**config.mk**
```make
export PLATFORM = sky130hd
export DESIGN_NAME = hazard_scoreboard
export DESIGN_NICKNAME = d
export VERILOG_FILES = /design/src/rtl/hazard_pkg.sv /design/src/rtl/hazard_scoreboard_mdu.sv /design/src/rtl/hazard_scoreboard.sv
export SDC_FILE = /design/constraint.sdc
export NUM_CORES = 1
export LEC_CHECK = 0
export BUFFER_PORTS_ARGS = -buffer_cell sky130_fd_sc_hd__buf_4
export CORE_MARGIN = 8
export CORE_UTILIZATION = 49
export CTS_CLUSTER_SIZE = 25
export DETAILED_ROUTE_END_ITERATION = 10
export GPL_TIMING_DRIVEN = 0
export PLACE_DENSITY = 0.88
export SETUP_SLACK_MARGIN = 0.05
export SLEW_MARGIN = 25
export SYNTH_ARGS = -nofsm -noshare
export SYNTH_HDL_FRONTEND = slang
export SYNTH_SLANG_ARGS = --single-unit
```
**constraint.sdc**
```tcl
create_clock -name clk -period 1.95 [get_ports clk]
set_input_delay 0.0975 -clock clk [delete_from_list [all_inputs] [get_ports clk]]
set_output_delay 0.0975 -clock clk [all_outputs]
set_load 0.005 [all_outputs]
```
**src/rtl/hazard_pkg.sv**
```systemverilog
// Shared encodings for the hazard unit: forwarding select values and the
// MDU scoreboard state type.
package hazard_pkg;

    localparam logic [1:0] FWD_RF  = 2'b00;
    localparam logic [1:0] FWD_WB  = 2'b01;
    localparam logic [1:0] FWD_MEM = 2'b10;

    typedef enum logic {
        SB_IDLE = 1'b0,
        SB_RUN  = 1'b1
    } sb_state_e;

    // M beats W when both stages hold the same live destination.
    function automatic logic [1:0] fwd_sel(input logic hit_m, input logic hit_w);
        if (hit_m)      return FWD_MEM;
        else if (hit_w) return FWD_WB;
        else            return FWD_RF;
    endfunction

endpackage

```
**src/rtl/hazard_scoreboard_mdu.sv**
```systemverilog
// mdu_scoreboard: tracks one in-flight multi-cycle MDU operation, its
// destination register and the countdown to its completion strobe.
module mdu_scoreboard
    import hazard_pkg::*;
#(
    parameter int REG_W   = 5,
    parameter int MDU_LAT = 4
) (
    input  logic             clk,
    input  logic             reset,
    input  logic             start_i,
    input  logic             flush_i,
    input  logic [REG_W-1:0] dst_i,
    output logic             busy_o,
    output logic             done_o,
    output logic [REG_W-1:0] busy_reg_o
);

    sb_state_e        state_q, state_d;
    logic [3:0]       count_q, count_d;
    logic [REG_W-1:0] busy_reg_q, busy_reg_d;

    always_comb begin
        state_d    = state_q;
        count_d    = count_q;
        busy_reg_d = busy_reg_q;
        case (state_q)
            SB_IDLE: begin
                if (start_i && !flush_i) begin
                    state_d    = SB_RUN;
                    count_d    = 4'(MDU_LAT);
                    busy_reg_d = dst_i;
                end
            end
            SB_RUN: begin
                // A new start while running is dropped; the op in flight owns the unit.
                count_d = count_q - 4'd1;
                if (count_q == 4'd1) state_d = SB_IDLE;
            end
            default: state_d = SB_IDLE;
        endcase
    end

    always_ff @(posedge clk) begin
        if (reset) begin
            state_q    <= SB_IDLE;
            count_q    <= '0;
            busy_reg_q <= '0;
        end else begin
            state_q    <= state_d;
            count_q    <= count_d;
            busy_reg_q <= busy_reg_d;
        end
    end

    assign busy_o     = (state_q == SB_RUN);
    assign done_o     = (state_q == SB_RUN) && (count_q == 4'd1);
    assign busy_reg_o = busy_reg_q;

endmodule

```
**src/rtl/hazard_scoreboard.sv**
```systemverilog
// Pipeline hazard unit: operand forwarding, load-use/branch/MDU stalls.
// Define HAZARD_PERF_EN to add saturating stall-cycle counters.
module hazard_scoreboard
    import hazard_pkg::*;
#(
    parameter int REG_W   = 5,
    parameter int MDU_LAT = 4
`ifdef HAZARD_PERF_EN
    ,
    parameter int CNT_W   = 32
`endif
) (
    input  logic             clk,
    input  logic             reset,
    input  logic [REG_W-1:0] rsD,
    input  logic [REG_W-1:0] rtD,
    input  logic [REG_W-1:0] WriteRegD,
    input  logic [REG_W-1:0] rsE,
    input  logic [REG_W-1:0] rtE,
    input  logic [REG_W-1:0] WriteRegE,
    input  logic [REG_W-1:0] WriteRegM,
    input  logic [REG_W-1:0] WriteRegW,
    input  logic             RegWriteE,
    input  logic             RegWriteM,
    input  logic             RegWriteW,
    input  logic             MemtoRegE,
    input  logic             MemtoRegM,
    input  logic             BranchD,
    input  logic             MduStartD,
    input  logic             MduStartE,
    output logic [1:0]       ForwardAE,
    output logic [1:0]       ForwardBE,
    output logic             ForwardAD,
    output logic             ForwardBD,
    output logic             StallF,
    output logic             StallD,
    output logic             FlushE,
    output logic             MduBusy,
    output logic             MduDone
`ifdef HAZARD_PERF_EN
    ,
    output logic [CNT_W-1:0] LwStallCnt,
    output logic [CNT_W-1:0] BrStallCnt,
    output logic [CNT_W-1:0] MduStallCnt
`endif
);

    logic             sb_busy, sb_done;
    logic [REG_W-1:0] busy_reg;
    logic             lw_stall, br_stall, mdu_stall, stall;

    always_comb begin
        ForwardAE = fwd_sel((rsE != '0) && (rsE == WriteRegM) && RegWriteM,
                            (rsE != '0) && (rsE == WriteRegW) && RegWriteW);
        ForwardBE = fwd_sel((rtE != '0) && (rtE == WriteRegM) && RegWriteM,
                            (rtE != '0) && (rtE == WriteRegW) && RegWriteW);
        ForwardAD = (rsD != '0) && (rsD == WriteRegM) && RegWriteM;
        ForwardBD = (rtD != '0) && (rtD == WriteRegM) && RegWriteM;
    end

    always_comb begin
        lw_stall  = MemtoRegE && (rtE != '0) && ((rsD == rtE) || (rtD == rtE));
        br_stall  = BranchD &&
                    ((RegWriteE && (WriteRegE != '0) &&
                      ((WriteRegE == rsD) || (WriteRegE == rtD))) ||
                     (MemtoRegM && (WriteRegM != '0) &&
                      ((WriteRegM == rsD) || (WriteRegM == rtD))));
        mdu_stall = sb_busy &&
                    (((busy_reg != '0) &&
                      ((busy_reg == rsD) || (busy_reg == rtD) || (busy_reg == WriteRegD))) ||
                     MduStartD);
        stall     = lw_stall || br_stall || mdu_stall;
    end

    // Outputs are masked during reset because the scoreboard flops only clear on the edge.
    assign StallF  = stall && !reset;
    assign StallD  = stall && !reset;
    assign FlushE  = stall && !reset;
    assign MduBusy = sb_busy && !reset;
    assign MduDone = sb_done && !reset;

    mdu_scoreboard #(
        .REG_W   (REG_W),
        .MDU_LAT (MDU_LAT)
    ) u_mdu_scoreboard (
        .clk        (clk),
        .reset      (reset),
        .start_i    (MduStartE),
        .flush_i    (FlushE),
        .dst_i      (WriteRegE),
        .busy_o     (sb_busy),
        .done_o     (sb_done),
        .busy_reg_o (busy_reg)
    );

`ifdef HAZARD_PERF_EN
    logic [CNT_W-1:0] lw_cnt_q, lw_cnt_d;
    logic [CNT_W-1:0] br_cnt_q, br_cnt_d;
    logic [CNT_W-1:0] mdu_cnt_q, mdu_cnt_d;

    always_comb begin
        lw_cnt_d  = lw_cnt_q;
        br_cnt_d  = br_cnt_q;
        mdu_cnt_d = mdu_cnt_q;
        if (lw_stall  && !(&lw_cnt_q))  lw_cnt_d  = lw_cnt_q  + CNT_W'(1);
        if (br_stall  && !(&br_cnt_q))  br_cnt_d  = br_cnt_q  + CNT_W'(1);
        if (mdu_stall && !(&mdu_cnt_q)) mdu_cnt_d = mdu_cnt_q + CNT_W'(1);
    end

    always_ff @(posedge clk) begin
        if (reset) begin
            lw_cnt_q  <= '0;
            br_cnt_q  <= '0;
            mdu_cnt_q <= '0;
        end else begin
            lw_cnt_q  <= lw_cnt_d;
            br_cnt_q  <= br_cnt_d;
            mdu_cnt_q <= mdu_cnt_d;
        end
    end

    assign LwStallCnt  = lw_cnt_q;
    assign BrStallCnt  = br_cnt_q;
    assign MduStallCnt = mdu_cnt_q;
`endif

endmodule

```
======== After elaboration in Yosys (flattened, before gate mapping) ========
Cells that the tools add are included.
W data, S select, Z words.
storage, ports and cells
  output and inout port bits .............. 11
  word-level logic and storage cells ...... 76
  bits in registers ....................... 10
  input bits .............................. 50
operators by class
  reductions and logical operators ........ 45
  muxes and demuxes ....................... 9
  bitwise operators ....................... 1
  eq/ne operators ......................... 17
  $add $sub $neg .......................... 1
operator list
  cell                   count
  $eq A5 B5 Y1           15
  $reduce_bool A5 Y1     7
  $logic_and A1 B1 Y1    26
  $logic_or A1 B1 Y1     9
  $pmux W4 S2            1
  $eq A4 B1 Y1 const B   1
  $mux W1                4
  $mux W2                2
  $mux W4                1
  $sub A4 B1 Y4 const B  1
  $logic_not A1 Y1       2
  $ne A2 B1 Y1 const B   1
  $pmux W1 S2            1
  $reduce_and A2 Y1      1
  $not A1 Y1             1

======== Depth between registers and ports, before layout ========
Gate-level depths: netlist of run 1.
  depth in word-level cells ............... 12
  mapped depth ............................ 8
  depth with buffers taken out ............ 6

======== Cells and area by module ========
Synthesis of run 1 repeated with hierarchy kept, for this count alone.
unflattened totals
  cell total of the unflattened synthesis .. 184
  area total of the unflattened synthesis .. 1421.4 um^2
by module, submodules not included
  module             seq. area each (um^2)  cells each  times used  area an instance (um^2)
  hazard_scoreboard  0.0                    140         1           992.2
  mdu_scoreboard     200.2                  44          1           429.2

======== Worst setup path before layout of run 1 ========
Ideal clock, no wire load.
  kind .................................... input port to flip-flop
  start point ............................. in rtE[2]
  end point ............................... reg u_mdu_scoreboard.busy_reg_q[0], in the netlist u_mdu_scoreboard.busy_reg_o[0]
  setup slack ............................. 0.138 ns
  buffers on the path ..................... 1
  stages .................................. 6
  arrival time ............................ 1.740 ns
  required time ........................... 1.878 ns
  setup time .............................. 0.072 ns
  cells stage by stage .................... buf_2 or4_4 nor2_4 and3b_4 nor4_4 mux2i_1
on the way
  cells in the longest elaborated chain, start to end .. 9
  elaborated cells on any way between the ends .. 12
  classes of those cells .................. eq/ne: 2; reduce/logical: 10
ends and longest elaborated chain
  item                                                       RTL line                     RTL
  from (decl)                                                hazard_scoreboard.sv:19      input logic [REG_W-1:0] rtE,
  $eq A5 B5 Y1 or $reduce_bool A5 Y1 (tied branches)         hazard_scoreboard.sv:62      lw_stall = MemtoRegE && (rtE != '0) && ((rsD == rtE) || (rtD == rtE));
  $logic_or A1 B1 Y1 or $logic_and A1 B1 Y1 (tied branches)  hazard_scoreboard.sv:62
  $logic_and A1 B1 Y1 (*)                                    hazard_scoreboard.sv:62
  $logic_or A1 B1 Y1 (*) (2 in a row)                        hazard_scoreboard.sv:72      stall = lw_stall || br_stall || mdu_stall;
  $logic_and A1 B1 Y1 (*)                                    hazard_scoreboard.sv:78      assign FlushE = stall && !reset;
  $logic_not A1 Y1 (*)                                       hazard_scoreboard_mdu.sv:29  if (start_i && !flush_i) begin
  $logic_and A1 B1 Y1 (*)                                    hazard_scoreboard_mdu.sv:29
  $reduce_and A2 Y1 (no line) (*)                            n/a
  to (signal assigned)                                       hazard_scoreboard_mdu.sv:52  busy_reg_q <= busy_reg_d;
  to (decl)                                                  hazard_scoreboard_mdu.sv:21  logic [REG_W-1:0] busy_reg_q, busy_reg_d;
Mark *: on every way between the ends. The rest lies on a longest branch, timed or not.
A chain may end at the register's enable or synchronous reset.

======== Worst setup path after layout of run 1 ========
  start point ............................. reg u_mdu_scoreboard.busy_reg_q[4], in the netlist u_mdu_scoreboard.busy_reg_o[4]
  end point ............................... out StallF
on the way
  cells in the longest elaborated chain, start to end .. 8
  elaborated cells on any way between the ends .. 11
  classes of those cells .................. eq/ne: 3; reduce/logical: 8
ends and longest elaborated chain
  item                             RTL line                 RTL
  $eq A5 B5 Y1                     hazard_scoreboard.sv:70  ((busy_reg == rsD) || (busy_reg == rtD) || (busy_reg == WriteRegD))) ||
  $logic_or A1 B1 Y1 (2 in a row)  hazard_scoreboard.sv:70
  $logic_and A1 B1 Y1 (*)          hazard_scoreboard.sv:69  (((busy_reg != '0) &&
  $logic_or A1 B1 Y1 (*)           hazard_scoreboard.sv:70
  $logic_and A1 B1 Y1 (*)          hazard_scoreboard.sv:68  mdu_stall = sb_busy &&
  $logic_or A1 B1 Y1 (*)           hazard_scoreboard.sv:72
  $logic_and A1 B1 Y1 (*)          hazard_scoreboard.sv:76  assign StallF = stall && !reset;
  to (decl)                        hazard_scoreboard.sv:35  output logic StallF,
Marked as above.

==> results of run 1 <==
## registers in the layout, indices dropped and copies added, names as in the netlist
register / flops
u_mdu_scoreboard.busy_reg_o: 5
u_mdu_scoreboard.busy_o: 1
u_mdu_scoreboard.count_q: 4
## metrics by stage
step	util [%]	total power, µW	cell area [µm²]	hold WS (ns)	TNS [ns]
3_5_place_dp	61.8	654	1860	0.396	-0.538
3_3_place_gp	61.8	643	1860	0.387	-0.245
2_1_floorplan	-	529	1520	0.240	0
6_report	65.1	860	1950	0.116	-0.0476
5_1_grt	65.1	909	1950	0.127	-0.263
4_1_cts	63.1	840	1900	0.108	0
## Yosys cell counts (4+ instances only)
library cell  instances
nor2_1                7
nand3_1               9
or4_1                 5
mux2i_1               5
nor3_1                5
nor4_1                6
dfxtp_1              10
clkbuf_1             22
xnor2_1              53
nand2_1              21
xor2_1               14
nand4_1               4
## final timing paths
check	end	slack, ns
worst max-delay path	StallF	-0.02
worst min-delay path	u_mdu_scoreboard.busy_reg_o[2]$_SDFFE_PP0P_	0.12
worst max register to register	u_mdu_scoreboard.count_q[2]$_SDFFE_PP0P_	-0.02
worst min register to register	u_mdu_scoreboard.count_q[1]$_SDFFE_PP0P_	0.50
## cell type report
class                           instances  area (µm²)
Multi-Input combinational cell        159        1210
Tap cell                               33        41.3
Sequential cell                        10         214
Timing Repair Buffer                   44         330
Fill cell                             253        1050
Clock buffer                            4        36.3
Inverter                                4        15.0
Buffer                                 24         109
## worst min-delay path: stages
cell,delay [ns]
buf_4,0.13
nand2_1,0.05
mux2i_1,0.05
## logic make-up after synthesis
| kind of cell | share of synthesized area (%) |
|---|---|
| adders and majority gates | 1.64 |
| AOI/OAI and AO/OA | 9.13 |
| and+or+nand+nor | 24.8 |
| DFF | 13.2 |
| buffers and inverters | 9.37 |
| xor gates and xnor gates | 38.6 |
| muxes | 3.29 |
## layer usage
metal	global-route usage, %	share of wire (%)	up-vias
met5	0	0	-
met4	3.85	0.64	0
met3	3.91	7.1	6
met2	29.4	52	59
met1	18.8	41	719
li1	-	-	763
## power by group
group	total (µW)	switching, µW	internal, µW	leakage [µW]
Clock	186	72.6	113	0.0000210
Sequential	255	28.8	226	0.0000853
Combinational	420	202	218	0.000618
## cell usage in the layout (no fill, tap or decap), types with 2 or more instances in the layout
master	n
xnor2_1	53
buf_4	46
nand2_1	21
clkbuf_1	17
xor2_1	13
nand3_1	9
nor2_1	6
nor4_1	6
or4_1	5
nor3_1	5
mux2i_1	5
dfxtp_1	5
nand4_1	4
inv_1	3
buf_2	3
o22ai_1	3
clkbuf_4	3
dfxtp_4	3
o21ai_0	2
o211ai_1	2
nor4b_1	2
ha_1	2
dfxtp_2	2
## what timing repair did
item / in CTS / in global routing
hold buffers: 0 / 0
buffers inserted: 1 / 4
pin swaps: 1 / 3
resized for setup: 9 / 5
setup endpoints to repair: 5 / 5
gates cloned: 0 / 0
==> impl_metrics.ini, run 1 <==
[timing]
setup_slack_ns = -0.0165
worst_pin_slew_ns = 0.519
finalMaxSlewViolations = 0
fin_worst_skew_ns = 0.00494
period_needed_ns = 1.97
maxSlewHeadroom_pct = 65.1
setup_viol = 3
fin_crit_sh_pct = 101
hold_viol_final = 0
clock.fmax_ghz = 0.509
rsz0062_at_grt = yes

[detailed_routing]
drc = 0
vias = 1547
drtIter0Drc = 78
ant_nets = 0
viasPerCell = 5.56
drt_wl_total_um = 4520
routedWlPerCell_um = 16.3
first_pass_iters = 4

[placement]
hpwl_um = 3570
pre_cts_ws_ns = -0.144
place_congestion = 0.838
placed_cells = 274
port_buffers = 39

[worst_setup_path]
critical_path.startpoint = u_mdu_scoreboard.busy_reg_o[4]$_SDFFE_PP0P_
worstPathCellList = xor2_1, nor3_1, a31o_2, o211ai_1, buf_4, o21ai_2, buf_4, buf_4
timing.rr.start = u_mdu_scoreboard.busy_reg_o[4]$_SDFFE_PP0P_
r2r_cells = 7
worstPathArrival_ns = 1.87
worstPathMaxFanout = 4
crit_top_cell = buf_4
worstSetupStartpointType = flip-flop
crit_type = reg2out
critPathRequiredTime_ns = 1.85
crit_buf_inv = 3
crit_slowest_cell = dfxtp_4
critical_path.max_stage_delay_ns = 0.37
cp_num_cells = 8
end_kind = output pin
path_delay_family = compound AO/OA/AOI/OAI gates

[power]
pwr_density_cell_nw_per_um2 = 440
leakagePower_uw = 0.000724
ir_drop_mv = 0.173

[floorplan]
die_area_um2 = 5140
rows = 20
core_area_um2 = 3000
start_util_pct = 50.7
die_w_um = 71.7
die_height_um = 71.7
pin_count = 61

[final_layout]
n_antenna_cell = 0
syn_to_final_growth_pct = 28.5
stdcell_count = 278
drive_gt1_share_pct = 28.2
fin_nets = 298

[global_routing]
grt_antenna_before_repair = 0
grt_max_degree = 11
grt_pass1_vias = 1502
grt.total_usage_pct = 16.4
grt-ovfl-total = 0
grt_pass1_wl_um = 6840

[status]
status = finished with violations
violations = negative setup slack

[synthesis]
synth_cells = 202
yosysTopAreaCellShare_pct = 30.5
async_flop_share_pct = 0
yosysWarnings = 0
ys_types = 41
synth.area.top_cells = xnor2_1 31%, dfxtp_1 13%, xor2_1 8.1%, clkbuf_1 5.4%, nand2_1 5.2%
synth_fp_nets = 254
synth_area_um2 = 1520
ys_seq_area_share_pct = 13.2
synth_flop_cell = dfxtp_1
ys_ff_latch = 10
synth_area_per_cell_um2 = 7.53
synth_edf_count = 0
synth_top_cell_by_area = xnor2_1

[clock_network]
clkTransAtPathRegs_ns = 0.07
cts-root-buf = clkbuf_4
clock_latency_ns = 0.26
h-tree-depth = 1
cts_inserted_buffers = 3
cts.path.max_buffers = 2
tritoncts = built
cts_sinks = 10

[run]
max_cap_viol_count = 0

[hold_path]
hold_path.class = in2reg
whs_path_depth = 3
hp-start = WriteRegE[2]
No activity file was read; power rests on OpenSTA's default activity.
==> inputs of run 2 (changes only) <==
Settings changed: BUFFER_PORTS_ARGS -buffer_cell sky130_fd_sc_hd__buf_4 to default, CORE_UTILIZATION 49 to 60, CTS_CLUSTER_DIAMETER from default to 200, DONT_BUFFER_PORTS from default to 1, PLACE_DENSITY 0.88 to 0.83.
==> run 2 against run 1 <==
Net effect: the flow now finishes without violations; sequential power increased by 2%; maximum frequency rose by 6.5%; clock skew down 0.0032 ns; clock power increased by 2%; flip-flop and latch count unchanged; sequential share of layout area increased by 1.9 points; core utilization grew 3.4 points; register-to-register slack better by 0.15 ns; via count fell by 6.7%; critical path depth is 3 lower; worst hold slack worse by 0.00070 ns; largest power group unchanged; highest routed layer unchanged.
==> impl_metrics.ini, run 2 (synthesis gave the netlist of run 1 again) <==
[status]
status = finished clean

[power]
ir_drop_mv = 0.360
combPwrFrac_pct = 42.8
power.share.switching_pct = 35.2
p_switching_uw = 276
intPower_uw = 509
leakagePower_uw = 0.000527
power_frac_clock_pct = 24.2
pwr_density_cell_nw_per_um2 = 471
p_total_uw = 784
pwr-share-seq_pct = 33.0

[global_routing]
use_met2_pct = 33.8
grt-ovfl-total = 0
grt_antenna_before_repair = 0
grt_max_degree = 11
grt.total_usage_pct = 19.0
use_met3_pct = 3.73
top_usage_layer = met2
grt_pass1_vias = 1513
grt_util_met1_pct = 22.0
grt_pass1_wl_um = 6880

[hold_path]
whs_path_depth = 2
hp-start = MduStartE
hold_path.class = in2reg
holdPathEnd = u_mdu_scoreboard.count_q[1]$_SDFFE_PP0P_

[detailed_routing]
ant_nets = 0
drtIter0Drc = 52
viasPerCell = 6.09
drc = 0
vias = 1443
first_pass_iters = 4
routedWlPerCell_um = 17.9
drt_wl_total_um = 4250

[floorplan]
rows = 18
die_height_um = 66.4
die_w_um = 66.4
start_util_pct = 62.6
core_area_um2 = 2430
pin_count = 61
die_area_um2 = 4400

[placement]
port_buffers = 0
hpwl_um = 3380
place_congestion = 0.843

[clock_network]
cts_sinks = 10
clock_latency_ns = 0.26
cts.path.max_buffers = 2
cts-root-buf = clkbuf_4
tritoncts = built
cts_inserted_buffers = 3
clkTransAtPathRegs_ns = 0.07
h-tree-depth = 1

[run]
max_cap_viol_count = 0

[final_layout]
largest_reg_flops = 5
multi_input_area_um2 = 1190
fin_nets = 260
fill_cells = 206
n_antenna_cell = 0
syn_to_final_growth_pct = 9.46
mostFrequentLayoutCells = 53 x xnor2_1, 21 x nand2_1, 17 x clkbuf_1, 14 x xor2_1, 9 x nand3_1
regArea_um2 = 214
final_common_cell = xnor2_1
drive_gt1_share_pct = 12.1

[worst_setup_path]
worstPathArrival_ns = 1.75
crit_type = reg2out
critPathRequiredTime_ns = 1.85
worstPathMaxFanout = 9
worstSetupStartpointType = flip-flop
crit_slowest_cell = dfxtp_1
worstPathCellList = clkinvlp_4, nor2_2, o211ai_1, o21ai_1, buf_4
critical_path.max_stage_delay_ns = 0.45
r2r_slack_ns = 0.13
end_kind = output pin
r2r_cells = 7
worstReg2RegEnd = u_mdu_scoreboard.count_q[2]$_SDFFE_PP0P_
timing.rr.start = u_mdu_scoreboard.busy_reg_o[0]$_SDFFE_PP0P_

[timing]
clock.fmax_ghz = 0.542
worst_pin_slew_ns = 0.520
maxSlewHeadroom_pct = 65.1
fin_crit_sh_pct = 94.6
fin_worst_skew_ns = 0.00174
setup_viol = 0
hold_viol_final = 0
rsz0062_at_grt = yes
finalMaxSlewViolations = 0
whs_ns = 0.115
period_needed_ns = 1.85
fin_tns_setup_ns = 0
-- run 2: power by group through the flow --
stage	sequential, µW	clock [µW]	combinational, µW
2_1_floorplan	242	0	287
3_3_place_gp	244	0	320
3_5_place_dp	246	0	337
4_1_cts	257	191	331
5_1_grt	263	203	366
6_report	259	190	336
-- run 2: critical path, delay by kind of cell (launching register included) --
family | cells | cell delay, ns
AO/OA/AOI/OAI | 2 | 0.39
buffers and inverters | 2 | 0.41
flip-flops | 1 | 0.45
AND/OR/NAND/NOR | 1 | 0.23
-- run 2: metrics by stage --
stage	area (µm²)	util, %	std cells	worst slack [ns]
2_1_floorplan	1520	-	202	0.138
4_1_cts	1640	67.5	237	0.0571
3_3_place_gp	1560	64.1	232	-0.0560
3_5_place_dp	1560	64.1	232	-0.152
5_1_grt	1670	68.5	237	-0.0138
6_report	1670	68.5	237	0.104
-- run 2: timing repair --
item	4_1_cts	5_1_grt
hold buffers	5	0
buffers inserted	1	0
resized for setup	5	8
hold endpoints to repair	5	0
pin swaps	1	0
endpoints found under the setup margin	5	4
-- run 2: worst max path at each step --
stage                                                start  slack [ns]  cells past startpoint                                           to
5_1_grt                 u_mdu_scoreboard.busy_o$_SDFF_PP0_       -0.01                      5                                       StallF
3_5_place_dp                                        rtD[2]       -0.15                      8                                       StallF
3_3_place_gp                                        rtD[2]       -0.06                      8                                       StallD
2_1_floorplan                                       rtE[2]        0.14                      6  u_mdu_scoreboard.busy_reg_o[0]$_SDFFE_PP0P_
6_report                u_mdu_scoreboard.busy_o$_SDFF_PP0_        0.10                      5                                       StallF
4_1_cts        u_mdu_scoreboard.busy_reg_o[4]$_SDFFE_PP0P_        0.06                      6                                       StallF
-- run 2: layout make-up --
cell class	instances	share of cell area, %
Clock buffer	4	2.18
Buffer	24	6.54
Multi-Input combinational cell	159	71.6
Sequential cell	10	12.8
Tap cell	30	2.25
Timing Repair Buffer	6	3.46
Inverter	4	1.13
-- run 2: layer usage --
metal	wire length, µm	up-vias	part of all wire, %
met5	0	-	0
met4	57	0	1.3
met3	294	6	6.9
met2	2190	62	52
met1	1700	688	40
li1	-	687	-
==> inputs of run 3 (changes only) <==
Settings changed: CORE_MARGIN 8 to 10, RECOVER_POWER from default to 100.
==> run 3 against run 2 <==
Net effect: setup slack better by 0.022 ns; wire length is 4.5% higher; sequential power hardly changed; clock skew hardly changed; critical path depth is 2 higher; maximum frequency is 1.2% higher; sequential share of layout area is 0.42 points lower; non-clock buffer count stayed put; via count is 0.28% lower; design area is 0.38% higher; cell count stayed put.
==> impl_metrics.ini, run 3 (synthesis gave the netlist of run 1 again) <==
[status]
status = finished clean

[timing]
period_needed_ns = 1.82
setup_slack_ns = 0.126
setup_viol = 0
hold_viol_final = 0
maxSlewHeadroom_pct = 63.4
finalMaxSlewViolations = 0
worst_pin_slew_ns = 0.546
clock.fmax_ghz = 0.548
fin_tns_setup_ns = 0
fin_crit_sh_pct = 93.5
fin_worst_skew_ns = 0.00179
rsz0062_at_grt = no

[global_routing]
grt-ovfl-total = 0
use_met3_pct = 5.37
use_met2_pct = 29.4
grt_pass1_vias = 1499
grt.total_usage_pct = 17.0
grt_antenna_before_repair = 0
grt_max_degree = 11
grt_pass1_wl_um = 7080
top_usage_layer = met2
grt_util_met1_pct = 17.7

[clock_network]
cts-root-buf = clkbuf_4
tritoncts = built
cts.path.max_buffers = 2
cts_inserted_buffers = 3
cts_sinks = 10
clock_latency_ns = 0.29
h-tree-depth = 1
clkTransAtPathRegs_ns = 0.07

[worst_setup_path]
crit_type = reg2reg
crit_path_end = u_mdu_scoreboard.count_q[2]$_SDFFE_PP0P_
critical_path.startpoint = u_mdu_scoreboard.busy_reg_o[3]$_SDFFE_PP0P_
timing.rr.start = u_mdu_scoreboard.busy_reg_o[3]$_SDFFE_PP0P_
worstSetupStartpointType = flip-flop
worstPathArrival_ns = 1.99
end_kind = flip-flop
critPathRequiredTime_ns = 2.11
r2r_cells = 7
worstPathMaxFanout = 5
r2r_slack_ns = 0.13
worstReg2RegEnd = u_mdu_scoreboard.count_q[2]$_SDFFE_PP0P_

[power]
ir_drop_mv = 0.469
pwr_density_cell_nw_per_um2 = 475
p_total_uw = 794
leakagePower_uw = 0.000531

[floorplan]
pin_count = 61
die_area_um2 = 4950
die_height_um = 70.4
die_w_um = 70.4
start_util_pct = 62.0
rows = 18
core_area_um2 = 2450

[final_layout]
syn_to_final_growth_pct = 9.87
final_common_cell = xnor2_1
n_antenna_cell = 0
fin_util_pct = 68.1
drive_gt1_share_pct = 13.5
fin_nets = 260
largest_reg_flops = 5
mostFrequentLayoutCells = 53 x xnor2_1, 21 x nand2_1, 16 x clkbuf_1, 11 x xor2_1, 9 x nand3_1

[placement]
place_congestion = 0.821
port_buffers = 0
hpwl_um = 3580
pre_cts_ws_ns = -0.124

[detailed_routing]
drc = 0
drt_wl_total_um = 4440
viasPerCell = 6.07
first_pass_iters = 4
vias = 1439
ant_nets = 0
routedWlPerCell_um = 18.7
drtIter0Drc = 128

[hold_path]
hold_path.class = in2reg

[run]
max_cap_viol_count = 0
run 3: report_power, final:
| group | leakage (µW) | switching (µW) | internal [µW] |
|---|---|---|---|
| Sequential | 0.0000843 | 32.4 | 226 |
| Clock | 0.0000210 | 86.9 | 114 |
| Combinational | 0.000425 | 165 | 169 |
| Total | 0.000531 | 284 | 510 |
run 3: cell type report:
class                           instances  area, µm²
Sequential cell                        10        208
Tap cell                               30       37.5
Fill cell                             214        783
Clock buffer                            4       36.3
Timing Repair Buffer                    6       57.6
Multi-Input combinational cell        159       1210
Buffer                                 24        110
Inverter                                4       16.3
run 3: routing by layer:
metal,wire [µm],vias to the layer above
li1,-,687
met1,1710,690
met2,2290,55
met3,345,7
met4,88,0
met5,0,-
run 3: repair_timing:
| item | CTS | global route |
|---|---|---|
| resized for setup | 5 | 12 |
| pin swaps | 1 | 0 |
| setup endpoints to repair | 5 | 4 |
| hold endpoints to repair | 5 | 0 |
| hold buffers | 5 | 0 |
| buffers inserted | 1 | 0 |
run 3: through the flow:
step / hold WS [ns] / std cells / instance area, µm²
floorplan: 0.240 / 202 / 1520
global placement: 0.243 / 232 / 1560
detailed placement: 0.248 / 232 / 1560
CTS: 0.0989 / 237 / 1640
global route: 0.125 / 237 / 1670
finish: 0.0946 / 237 / 1670
run 3: worst min path at each step:
stage                 start                                           to  cells after the start
2_1_floorplan  WriteRegE[0]  u_mdu_scoreboard.busy_reg_o[0]$_SDFFE_PP0P_                      2
3_3_place_gp   WriteRegE[1]  u_mdu_scoreboard.busy_reg_o[1]$_SDFFE_PP0P_                      2
3_5_place_dp   WriteRegE[2]  u_mdu_scoreboard.busy_reg_o[2]$_SDFFE_PP0P_                      2
4_1_cts           MduStartE     u_mdu_scoreboard.count_q[1]$_SDFFE_PP0P_                      2
5_1_grt           MduStartE     u_mdu_scoreboard.count_q[1]$_SDFFE_PP0P_                      2
6_report          MduStartE     u_mdu_scoreboard.count_q[1]$_SDFFE_PP0P_                      2
run 3: critical path, stage by stage, from the launching register on:
cell	delay, ns
dfxtp_2	0.41
xor2_2	0.16
nor3_2	0.06
a31o_2	0.19
o211ai_1	0.16
buf_4	0.16
nand4b_1	0.14
a2111oi_0	0.42
